===== src/rtl/fifo_param_if.sv =====
// Handshake/data bundle between a FIFO user (master) and fifo_param (slave).
// Parameters must match the fifo_param instance they connect to.
interface fifo_param_if #(
   parameter int DATA_BITS = 10,
   parameter int ADDR_BITS = 3
);
   logic [DATA_BITS-1:0] fifo_data_in;
   logic                 fifo_write;
   logic                 fifo_read;
   logic [ADDR_BITS:0]   high_limit;
   logic [ADDR_BITS:0]   low_limit;
   logic                 error_clear;
   logic [DATA_BITS-1:0] fifo_data_out;
   logic                 fifo_valid_out;
   logic                 fifo_full_out;
   logic                 fifo_empty_out;
   logic                 almost_full_out;
   logic                 almost_empty_out;
   logic [ADDR_BITS:0]   fifo_count_out;
   logic                 error_write_out;
   logic                 error_read_out;
   logic                 error_fifo_out;

   modport master (
      output fifo_data_in, fifo_write, fifo_read, high_limit, low_limit, error_clear,
      input  fifo_data_out, fifo_valid_out, fifo_full_out, fifo_empty_out,
             almost_full_out, almost_empty_out, fifo_count_out,
             error_write_out, error_read_out, error_fifo_out
   );

   modport slave (
      input  fifo_data_in, fifo_write, fifo_read, high_limit, low_limit, error_clear,
      output fifo_data_out, fifo_valid_out, fifo_full_out, fifo_empty_out,
             almost_full_out, almost_empty_out, fifo_count_out,
             error_write_out, error_read_out, error_fifo_out
   );
endinterface


===== src/rtl/fifo_param.sv =====
// Synchronous FIFO, DEPTH = 2**ADDR_BITS, count-decoded flags and sticky over/underflow errors.
// Define FIFO_FWFT_EN for first-word-fall-through output; default is a registered read port.
module fifo_param #(
   parameter int DATA_BITS = 10,
   parameter int ADDR_BITS = 3
) (
   input  logic clk,
   input  logic reset,
   fifo_param_if.slave bus
);
   localparam int DEPTH = 1 << ADDR_BITS;
   localparam logic [ADDR_BITS:0] DEPTH_C = (ADDR_BITS+1)'(DEPTH);

   logic [DATA_BITS-1:0] mem_q [DEPTH];
   logic [ADDR_BITS-1:0] wr_ptr_q, wr_ptr_d;
   logic [ADDR_BITS-1:0] rd_ptr_q, rd_ptr_d;
   logic [ADDR_BITS:0]   count_q, count_d;
   logic                 err_wr_q, err_wr_d;
   logic                 err_rd_q, err_rd_d;
   logic                 full, empty;
   logic                 wr_acc, rd_acc;

   assign full   = (count_q == DEPTH_C);
   assign empty  = (count_q == '0);
   assign wr_acc = bus.fifo_write & ~full;
   assign rd_acc = bus.fifo_read & ~empty;

   always_comb begin
      wr_ptr_d = wr_ptr_q;
      rd_ptr_d = rd_ptr_q;
      count_d  = count_q;
      err_wr_d = err_wr_q;
      err_rd_d = err_rd_q;
      if (wr_acc) wr_ptr_d = wr_ptr_q + 1'b1;
      if (rd_acc) rd_ptr_d = rd_ptr_q + 1'b1;
      case ({wr_acc, rd_acc})
         2'b10:   count_d = count_q + 1'b1;
         2'b01:   count_d = count_q - 1'b1;
         default: count_d = count_q;
      endcase
      // A fresh rejection wins over a same-cycle clear so no error event is lost.
      if (bus.fifo_write & full)      err_wr_d = 1'b1;
      else if (bus.error_clear)       err_wr_d = 1'b0;
      if (bus.fifo_read & empty)      err_rd_d = 1'b1;
      else if (bus.error_clear)       err_rd_d = 1'b0;
   end

   always_ff @(posedge clk or negedge reset) begin
      if (!reset) begin
         wr_ptr_q <= '0;
         rd_ptr_q <= '0;
         count_q  <= '0;
         err_wr_q <= 1'b0;
         err_rd_q <= 1'b0;
      end else begin
         wr_ptr_q <= wr_ptr_d;
         rd_ptr_q <= rd_ptr_d;
         count_q  <= count_d;
         err_wr_q <= err_wr_d;
         err_rd_q <= err_rd_d;
      end
   end

   // Storage is deliberately not reset; emptiness is tracked by count alone.
   always_ff @(posedge clk) begin
      if (wr_acc) mem_q[wr_ptr_q] <= bus.fifo_data_in;
   end

`ifdef FIFO_FWFT_EN
   assign bus.fifo_data_out  = empty ? '0 : mem_q[rd_ptr_q];
   assign bus.fifo_valid_out = ~empty;
`else
   logic [DATA_BITS-1:0] dout_q;
   logic                 vld_q;

   always_ff @(posedge clk or negedge reset) begin
      if (!reset) begin
         dout_q <= '0;
         vld_q  <= 1'b0;
      end else begin
         vld_q <= rd_acc;
         if (rd_acc) dout_q <= mem_q[rd_ptr_q];
      end
   end

   assign bus.fifo_data_out  = dout_q;
   assign bus.fifo_valid_out = vld_q;
`endif

   assign bus.fifo_full_out    = full;
   assign bus.fifo_empty_out   = empty;
   assign bus.almost_full_out  = (bus.high_limit != '0) && (count_q >= bus.high_limit);
   assign bus.almost_empty_out = (count_q <= bus.low_limit);
   assign bus.fifo_count_out   = count_q;
   assign bus.error_write_out  = err_wr_q;
   assign bus.error_read_out   = err_rd_q;
   assign bus.error_fifo_out   = err_wr_q | err_rd_q;
endmodule

===== src/flat_wrapper.sv =====
// flat-port wrapper written by rule: the top's interface ports become plain ports
module fifo_param_flat 
#(
   parameter int DATA_BITS = 10,
   parameter int ADDR_BITS = 3
)
  (clk, reset, bus_fifo_data_in, bus_fifo_write, bus_fifo_read, bus_high_limit, bus_low_limit, bus_error_clear, bus_fifo_data_out, bus_fifo_valid_out, bus_fifo_full_out, bus_fifo_empty_out, bus_almost_full_out, bus_almost_empty_out, bus_fifo_count_out, bus_error_write_out, bus_error_read_out, bus_error_fifo_out);
  fifo_param_if #(.DATA_BITS(DATA_BITS), .ADDR_BITS(ADDR_BITS)) bus_i ();
  input  logic clk;
  input  logic reset;
  input wire logic [$bits(bus_i.fifo_data_in)-1:0] bus_fifo_data_in;
  input wire logic [$bits(bus_i.fifo_write)-1:0] bus_fifo_write;
  input wire logic [$bits(bus_i.fifo_read)-1:0] bus_fifo_read;
  input wire logic [$bits(bus_i.high_limit)-1:0] bus_high_limit;
  input wire logic [$bits(bus_i.low_limit)-1:0] bus_low_limit;
  input wire logic [$bits(bus_i.error_clear)-1:0] bus_error_clear;
  output wire logic [$bits(bus_i.fifo_data_out)-1:0] bus_fifo_data_out;
  output wire logic [$bits(bus_i.fifo_valid_out)-1:0] bus_fifo_valid_out;
  output wire logic [$bits(bus_i.fifo_full_out)-1:0] bus_fifo_full_out;
  output wire logic [$bits(bus_i.fifo_empty_out)-1:0] bus_fifo_empty_out;
  output wire logic [$bits(bus_i.almost_full_out)-1:0] bus_almost_full_out;
  output wire logic [$bits(bus_i.almost_empty_out)-1:0] bus_almost_empty_out;
  output wire logic [$bits(bus_i.fifo_count_out)-1:0] bus_fifo_count_out;
  output wire logic [$bits(bus_i.error_write_out)-1:0] bus_error_write_out;
  output wire logic [$bits(bus_i.error_read_out)-1:0] bus_error_read_out;
  output wire logic [$bits(bus_i.error_fifo_out)-1:0] bus_error_fifo_out;
  assign bus_i.fifo_data_in = bus_fifo_data_in;
  assign bus_i.fifo_write = bus_fifo_write;
  assign bus_i.fifo_read = bus_fifo_read;
  assign bus_i.high_limit = bus_high_limit;
  assign bus_i.low_limit = bus_low_limit;
  assign bus_i.error_clear = bus_error_clear;
  assign bus_fifo_data_out = bus_i.fifo_data_out;
  assign bus_fifo_valid_out = bus_i.fifo_valid_out;
  assign bus_fifo_full_out = bus_i.fifo_full_out;
  assign bus_fifo_empty_out = bus_i.fifo_empty_out;
  assign bus_almost_full_out = bus_i.almost_full_out;
  assign bus_almost_empty_out = bus_i.almost_empty_out;
  assign bus_fifo_count_out = bus_i.fifo_count_out;
  assign bus_error_write_out = bus_i.error_write_out;
  assign bus_error_read_out = bus_i.error_read_out;
  assign bus_error_fifo_out = bus_i.error_fifo_out;
  fifo_param #(.DATA_BITS(DATA_BITS), .ADDR_BITS(ADDR_BITS)) u_core (.clk(clk), .reset(reset), .bus(bus_i));
endmodule

===== config.mk =====
export PLATFORM = sky130hd
export DESIGN_NAME = fifo_param_flat
export DESIGN_NICKNAME = d
export VERILOG_FILES = /design/src/rtl/fifo_param_if.sv /design/src/rtl/fifo_param.sv /design/src/flat_wrapper.sv
export SDC_FILE = /design/constraint.sdc
export NUM_CORES = 1
export LEC_CHECK = 0
export CELL_PAD_IN_SITES_DETAIL_PLACEMENT = 1
export CELL_PAD_IN_SITES_GLOBAL_PLACEMENT = 2
export CORE_UTILIZATION = 44
export CTS_CLUSTER_DIAMETER = 60
export CTS_CLUSTER_SIZE = 10
export DETAILED_ROUTE_END_ITERATION = 7
export PLACE_DENSITY_LB_ADDON = 0.15
export SKIP_LAST_GASP = 1
export SYNTH_ARGS = -nofsm -noshare
export SYNTH_HDL_FRONTEND = slang
export SYNTH_SLANG_ARGS = --single-unit

===== constraint.sdc =====
create_clock -name clk -period 3.5 [get_ports clk]
set_input_delay 1.05 -clock clk [delete_from_list [all_inputs] [get_ports clk]]
set_output_delay 1.05 -clock clk [all_outputs]
set_load 0.01 [all_outputs]

# After elaboration in Yosys (flattened, before gate mapping)
# Memory sizes are Yosys's and may differ from the RTL's. A register that Yosys moved wholly into a read port is not among the register bits.
# Cells that the tools add are included.
# classes
add_sub_neg	4
order_cmp	2
n_eq_ne	3
muxes	6
n_bitwise	7
reduce_logical	7
# op_table
operator	count
$pmux 4 s2	1
$add 3x1->3 const B	2
$reduce_bool 2->1	3
$mux 1	5
$add 4x1->4 const B	1
$and 1x1->1	4
$eq 4x4->1 const B	1
$ge 4x4->1	1
$le 4x4->1	1
$logic_not 4->1	1
$reduce_bool 4->1	1
$sub 4x1->4 const B	1
$eq 2x1->1 const B	1
$eq 2x2->1 const B	1
$not 1->1	2
$logic_and 1x1->1	1
$logic_not 1->1	1
$or 1x1->1	1
# totals
reg_bits	13
mem_bits_rw	80
input_bits	23
wordCells	36
mem_count	1
# memory_table
memory	depth	width	read_ports	rd_ports_with_merged_regs	wr	line_no	source
u_core.mem_q	8	10	1	1	1	fifo_param.sv:14	logic [DATA_BITS-1:0] mem_q [DEPTH];

# Depth between registers and ports, before layout
# Gate-level depths: netlist of the first run.
# depth
word_depth	5
mapped_depth	10
ltp_nobuf	10

# Least setup slack after synthesis of the first run
# Ideal clock, no wire load.
# synth_path
path_type	input to output
start	in bus_low_limit[1]
end	out bus_almost_empty_out
arrival_ns	2.046
required_time_ns	2.450
slack_ns	0.404
path_stages	6
path_cell_list	inv_1 ha_1 nor2b_1 o21a_1 o21a_1 o21ai_0
# synth_between
elab_chain_cells	1
# synth_rtl
item	line_no	source
from (decl)	flat_wrapper.sv:15	input wire logic [$bits(bus_i.low_limit)-1:0] bus_low_limit;
$le 4x4->1	fifo_param.sv:93	assign bus.almost_empty_out = (count_q <= bus.low_limit);
to (decl)	flat_wrapper.sv:22	output wire logic [$bits(bus_i.almost_empty_out)-1:0] bus_almost_empty_out;
# No other way between the ends.

# Worst setup path after layout of the first run
# layout_path
start	in bus_high_limit[1]
end	out bus_almost_full_out
# layout_between
elab_chain_cells	2
word_cells_on_any_way	3
# layout_rtl
item	line_no	source
from (decl)	flat_wrapper.sv:14	input wire logic [$bits(bus_i.high_limit)-1:0] bus_high_limit;
$ge 4x4->1 / $reduce_bool 4->1 (equally long branches)	fifo_param.sv:92	assign bus.almost_full_out = (bus.high_limit != '0) && (count_q >= bus.high_limit);
$logic_and 1x1->1 *	fifo_param.sv:92	
to (decl)	flat_wrapper.sv:21	output wire logic [$bits(bus_i.almost_full_out)-1:0] bus_almost_full_out;
# Every way passes the cells marked *; elsewhere a longest branch is shown, timed or not.

==> run metrics, run 1 <==
global-route wire length before repair 13.9 mm; synthesized-area fraction occupied by and/or/nand/nor cells 6.35%; Cell Pwr Density 781 nW/µm²; RR Endpoint u_core.bus.fifo_count_out[2]; Switching Fraction 35.0%; mux share of post-synthesis cell area 9.93%; drt wl/cell 18.1 µm; clock share of power 17.7%; post-synthesis compound-gate area fraction 7.37%; Worst Max-Slew Pin Slew 0.928 ns; area growth from synthesis to layout 18.4%; Post-synth top cells 80 x edfxtp_1, 26 x nand2_1, 23 x dfrtp_1; area share of the largest cell type after synthesis 54.6%; Post-synth EDFFs 80; Ant. Diodes 0; Slew Limit Fails 0; Finish-stage setup viols 0; Total Wirelength 8.67 mm; Clock Sinks 103; H-tree lvl count 3; Placed Cells 464; async set or reset register ratio after synthesis 22.3%; largest family of logic cells by synthesized area multiplexers; Die Width 102 µm; Tmin final 3.44 ns; routed vias/inst 5.12; initial antenna violation count 0; WP data required 2.45 ns; placed instance area 5010 µm²; Initial Util 45.2%; CP Capture Point bus_almost_full_out; Root Driver clkbuf_8; Pleak 1.94 nW; Placement Setup Slack -0.530 ns; Synth warnings 0; Row Count 36; Rel. slew slack 38.1%; Avg Cell Area, Syn 15.6 µm²; WP buf/inv 3; launching point of the worst reg2reg path u_core.bus.fifo_count_out[2]; final cell count without fillers 480; CP Launch Type primary input; Critical Path Stages 7; total CTS buffers 9; reg-to-reg slack, setup 1.01 ns; full die area 10400 µm²; post-route setup TNS 0 ns; total gr overflow 0; maximum vdd drop 0.285 mV; clock buffer depth 2; Filler cells 986; CP Class primary input to output pin; post-synthesis cell type count 37; Comb power frac 37.8%; CP delay by family, top buffers and inverters; violation count after the first detailed-route iteration 115; status complete, no violations; Post-Synth Adder-Cell Area 3.70%; Internal Power 2.64 mW; Syn Std Cell Area 4400 µm²; IO Port Bufs 44; # nets final 378; final critical-path share of the clock period 98.2%; #FFs+latches synth 103; Max Clock Freq 291 MHz; Reg area 2980 µm²; Clock Latency Late Sink 0.37 ns; Mapped Cells 281; Reg clk slew, reported paths 0.11 ns; Die H 102 µm; TritonCTS clock tree built; largest net degree at the start of global routing 37; Residual DRC 0; sequential area share after synthesis 67.7%; crit path max fanout 2; Slowest Stage Delay on Critical Path 0.48 ns; setup slack after layout 0.0638 ns; critical path's slowest cell clkdlybuf4s50_1; ranking of synthesized cells by area edfxtp_1 55%, dfrtp_1 13%, mux2_2 5.1%, mux2i_1 4.6%, ha_1 3.7%; Final Hold Vio Count 0; cell taking the most area after synthesis edfxtp_1; antenna-violating nets left 0; sequential share of power 44.5%; first-pass detailed-route iteration total 4; Layout Skew 0.00854 ns; Total GRT Usage 18.6%; R2R cell count 11; Synth Area in XOR/XNOR 1.59%; Crit path arrival time 2.39 ns; syn nets 317; worst hold path type register to register; crit path from bus_high_limit[1]; RSZ-0062 raised after global routing false; count leader, synth edfxtp_1; design area 5200 µm²; io pins 45; share of cells above drive strength 1 19.6%; dominant synthesized flop cell edfxtp_1; Max-Cap Viols 0; Core Box Area 9730 µm²; HPWL Detailed 5.78 mm; critical-path cell list clkdlybuf4s50_1 > inv_1 > ha_1 > a21o_1 > a211oi_2 > nor3_1 > buf_2; switching power 1.42 mW; GPL Wtd Cong 0.729; vias in the first global route 2493; multi-input logic area 1290 µm²; DR vias 2456; Worst Setup End Kind output pin
-- final cells by class --
class | count | share of cell area, %
flip-flops and latches | 103 | 57.2
clock inverters | 7 | 1.23
multi-input cells | 158 | 24.8
well taps | 133 | 3.20
inverters | 11 | 0.793
repair buffers | 59 | 10.4
clock buffers | 9 | 2.38
-- worst min path at each step --
stage                           startpoint                     endpoint  slack, ns  cells past startpoint
4_1_cts        u_core.bus.fifo_data_out[2]  u_core.bus.fifo_data_out[2]       0.49                      2
3_5_place_dp   u_core.bus.fifo_data_out[2]  u_core.bus.fifo_data_out[2]       0.47                      2
2_1_floorplan           u_core.wr_ptr_q[0]           u_core.wr_ptr_q[0]       0.49                      2
3_3_place_gp   u_core.bus.fifo_data_out[1]  u_core.bus.fifo_data_out[1]       0.46                      2
6_report       u_core.bus.fifo_data_out[3]  u_core.bus.fifo_data_out[3]       0.49                      2
5_1_grt        u_core.bus.fifo_data_out[2]  u_core.bus.fifo_data_out[2]       0.51                      2
-- sequential cells by signal, indices dropped and copies added (netlist names) --
register / count
u_core.bus.error_read_out: 1
u_core.rd_ptr_q: 3
u_core.mem_q: 80
u_core.bus.fifo_count_out: 4
u_core.bus.fifo_data_out: 10
u_core.bus.error_write_out: 1
u_core.wr_ptr_q: 3
u_core.bus.fifo_valid_out: 1
-- placed cells by master, fill, tap and decap left out, types with 10 or more instances in the layout --
cell	instances
edfxtp_1	80
clkdlybuf4s50_1	40
nand2_1	26
dfrtp_1	22
mux2i_1	20
mux2_2	20
buf_4	15
ha_1	12
inv_1	11
o22ai_1	10
a221o_1	10
-- worst register-to-register path, cell delays in order, from the launching register on --
cell	delay (ns)
dfrtp_1	0.43
buf_4	0.20
nor4b_2	0.38
nor2b_1	0.11
inv_1	0.17
ha_1	0.31
xor2_1	0.11
ha_1	0.18
a21oi_1	0.14
xor2_1	0.16
nor2_1	0.07
xor2_1	0.14
-- what timing repair did --
| action | 4_1_cts | 5_1_grt |
|---|---|---|
| gates cloned | 0 | 0 |
| hold buffers | 0 | 0 |
| pin swaps | 4 | 3 |
| endpoints found under the setup margin | 2 | 2 |
| setup buffers | 0 | 0 |
| gates resized for setup | 12 | 1 |
-- layer usage --
metal | vias to the layer above | wire [µm] | global-route usage [%]
li1 | 1179 | - | -
met1 | 1226 | 3980 | 25.4
met2 | 45 | 4300 | 30.7
met3 | 6 | 322 | 3.69
met4 | 0 | 67 | 4.95
met5 | - | 0 | 0
-- cells by family after synthesis --
family / count (synthesis)
flip-flops: 103
XOR/XNOR: 8
AO/OA/AOI/OAI: 41
adder cells (fa/ha/maj): 13
buffers and inverters: 20
multiplexers: 41
AND/OR/NAND/NOR: 55
-- power by group through the flow --
stage	registers, mW	clock network [mW]	logic, mW
3_3_place_gp	1.82	0	1.51
5_1_grt	1.85	0.782	1.70
4_1_cts	1.81	0.739	1.56
3_5_place_dp	1.84	0	1.55
6_report	1.81	0.721	1.54
2_1_floorplan	1.80	0	1.03
-- metrics by stage --
step | hold WS (ns) | total power, mW | utilization [%]
finish | 0.487 | 4.07 | 53.5
floorplan | 0.487 | 2.84 | -
CTS | 0.491 | 4.12 | 53.4
global route | 0.505 | 4.32 | 53.5
detailed placement | 0.465 | 3.39 | 51.5
global placement | 0.462 | 3.34 | 51.5
Power figures use the tool's default switching activity.
==> run 2: changes to the inputs <==
--- a/config.mk
+++ b/config.mk
@@ -12,6 +12,7 @@
 export CTS_CLUSTER_SIZE = 10
 export DETAILED_ROUTE_END_ITERATION = 7
 export PLACE_DENSITY_LB_ADDON = 0.15
+export SETUP_SLACK_MARGIN = 0.15
 export SKIP_LAST_GASP = 1
 export SYNTH_ARGS = -nofsm -noshare
 export SYNTH_HDL_FRONTEND = slang
==> run 2 against run 1 <==
Net effect:
- clock skew increased by 0.0014 ns
- global-route usage unchanged
- final cell count unchanged
- cell area up 0.67%
- sequential share of layout area down 0.38 points
- register-to-register slack is essentially flat
- largest power group unchanged
==> run metrics, run 2 (same netlist as run 1, synthesis figures left out) <==
status complete, no violations; crit path from bus_high_limit[0]; Rel. slew slack 38.6%; Final Hold Vio Count 0; share of cells above drive strength 1 21.3%; CP Class primary input to output pin; most frequent cells in the layout 80 x edfxtp_1, 37 x clkdlybuf4s50_1, 26 x nand2_1, 22 x dfrtp_1; Worst Max-Slew Pin Slew 0.921 ns; Clock Sinks 103; crit path max fanout 2; total CTS buffers 9; Tmin final 3.29 ns; Power, Total 4.09 mW; GPL Wtd Cong 0.729; max reg flops 80; critical path's slowest cell ha_1; global-route wire length before repair 13.9 mm; CP Launch Type primary input; Total GRT Usage 18.6%; DR vias 2453; WP data required 2.45 ns; critical-path cell list dlygate4sd2_1 > ha_1 > nand2b_1 > a21o_1 > a211oi_2 > nor3_1 > buf_2; first-pass detailed-route iteration total 4; Reg clk slew, reported paths 0.11 ns; R2R cell count 11; io pins 45; # nets final 378; Die H 102 µm; initial antenna violation count 0; Slowest Stage Delay on Critical Path 0.26 ns; Critical Path Stages 7; Ant. Diodes 0; Min-Delay Path Depth 2; Layout Skew 0.00992 ns; Clock Latency Late Sink 0.37 ns; worst hold path type register to register; Residual DRC 0; post-CTS setup repair buffer count 0; Top reg by flops u_core.mem_q; Row Count 36; antenna-violating nets left 0; clock buffer depth 2; maximum vdd drop 0.284 mV; RR Endpoint u_core.bus.fifo_count_out[2]; leading cell type in the layout, fill and taps excluded edfxtp_1; Reg area 2980 µm²; multi-input logic area 1320 µm²; total gr overflow 0; CP Capture Point bus_almost_full_out; Die Width 102 µm; Cell Pwr Density 780 nW/µm²; IO Port Bufs 44; area growth from synthesis to layout 19.2%; Slew Limit Fails 0; RSZ-0062 raised after global routing false; vias in the first global route 2493; Worst Setup End Kind output pin; Filler cells 985; launching point of the worst reg2reg path u_core.bus.fifo_count_out[2]; Root Driver clkbuf_8; Total Wirelength 8.71 mm; Initial Util 45.2%; largest net degree at the start of global routing 37; HPWL Detailed 5.78 mm; design area 5240 µm²; full die area 10400 µm²; Core Box Area 9730 µm²; WP buf/inv 2; CP delay by family, top buffers and inverters; Max-Cap Viols 0; Max Clock Freq 304 MHz; routed vias/inst 5.11; Crit path arrival time 2.24 ns; Pleak 1.96 nW; violation count after the first detailed-route iteration 127; placed instance area 5010 µm²; TritonCTS clock tree built; drt wl/cell 18.2 µm; Finish-stage setup viols 0; reg-to-reg slack, setup 1.01 ns; final critical-path share of the clock period 94.0%; H-tree lvl count 3
run 2: cell count changes in the layout (fill, tap and decap cells not counted), sizes merged:
| cell | delta |
|---|---|
| clkdlybuf4s50 | -3 |
| dlymetal6s2s | +2 |
| clkdlybuf4s15 | +1 |
run 2: layout make-up:
class,instances,area share [%]
flip-flops and latches,103,56.9
clock buffers,9,2.36
well taps,133,3.18
repair buffers,59,10.4
clock inverters,7,1.22
inverters,11,0.788
multi-input cells,158,25.2
run 2: worst min-delay path: stages, from the launching register on:
cell,delay [ns]
dfrtp_1,0.35
nand2_1,0.06
o21ai_2,0.05
run 2: worst min-delay path by stage:
stage,startpoint,to,slack [ns]
detailed placement,u_core.bus.fifo_data_out[2],u_core.bus.fifo_data_out[2],0.47
floorplan,u_core.wr_ptr_q[0],u_core.wr_ptr_q[0],0.49
global route,u_core.bus.fifo_data_out[2],u_core.bus.fifo_data_out[2],0.51
finish,u_core.bus.fifo_data_out[3],u_core.bus.fifo_data_out[3],0.49
global placement,u_core.bus.fifo_data_out[1],u_core.bus.fifo_data_out[1],0.46
CTS,u_core.bus.fifo_data_out[2],u_core.bus.fifo_data_out[2],0.49
run 2: routing by layer:
layer	vias up	share of wire (%)	global-route usage (%)
met5	-	0	0
met4	0	0.88	4.95
met3	8	3.8	3.69
met2	48	50	30.7
met1	1218	46	25.4
li1	1179	-	-
run 2: stage by stage:
stage	worst slack (ns)	cells	hold WS (ns)	utilization, %	TNS, ns
after floorplan	0.404	281	0.487	-	0
after global placement	-0.495	464	0.462	51.5	-0.888
after detailed placement	-0.530	464	0.465	51.5	-0.929
after CTS	0.0610	480	0.491	53.4	0
after global routing	0.141	480	0.505	53.9	0
final	0.211	480	0.487	53.9	0
run 2: timing repair:
item	4_1_cts	5_1_grt
pin swaps	4	6
endpoints found under the setup margin	2	2
resized for setup	13	10
hold buffers	0	0
run 2: power breakdown:
part,internal (mW),switching (mW)
clock network,0.277,0.441
logic,0.789,0.769
registers,1.59,0.223
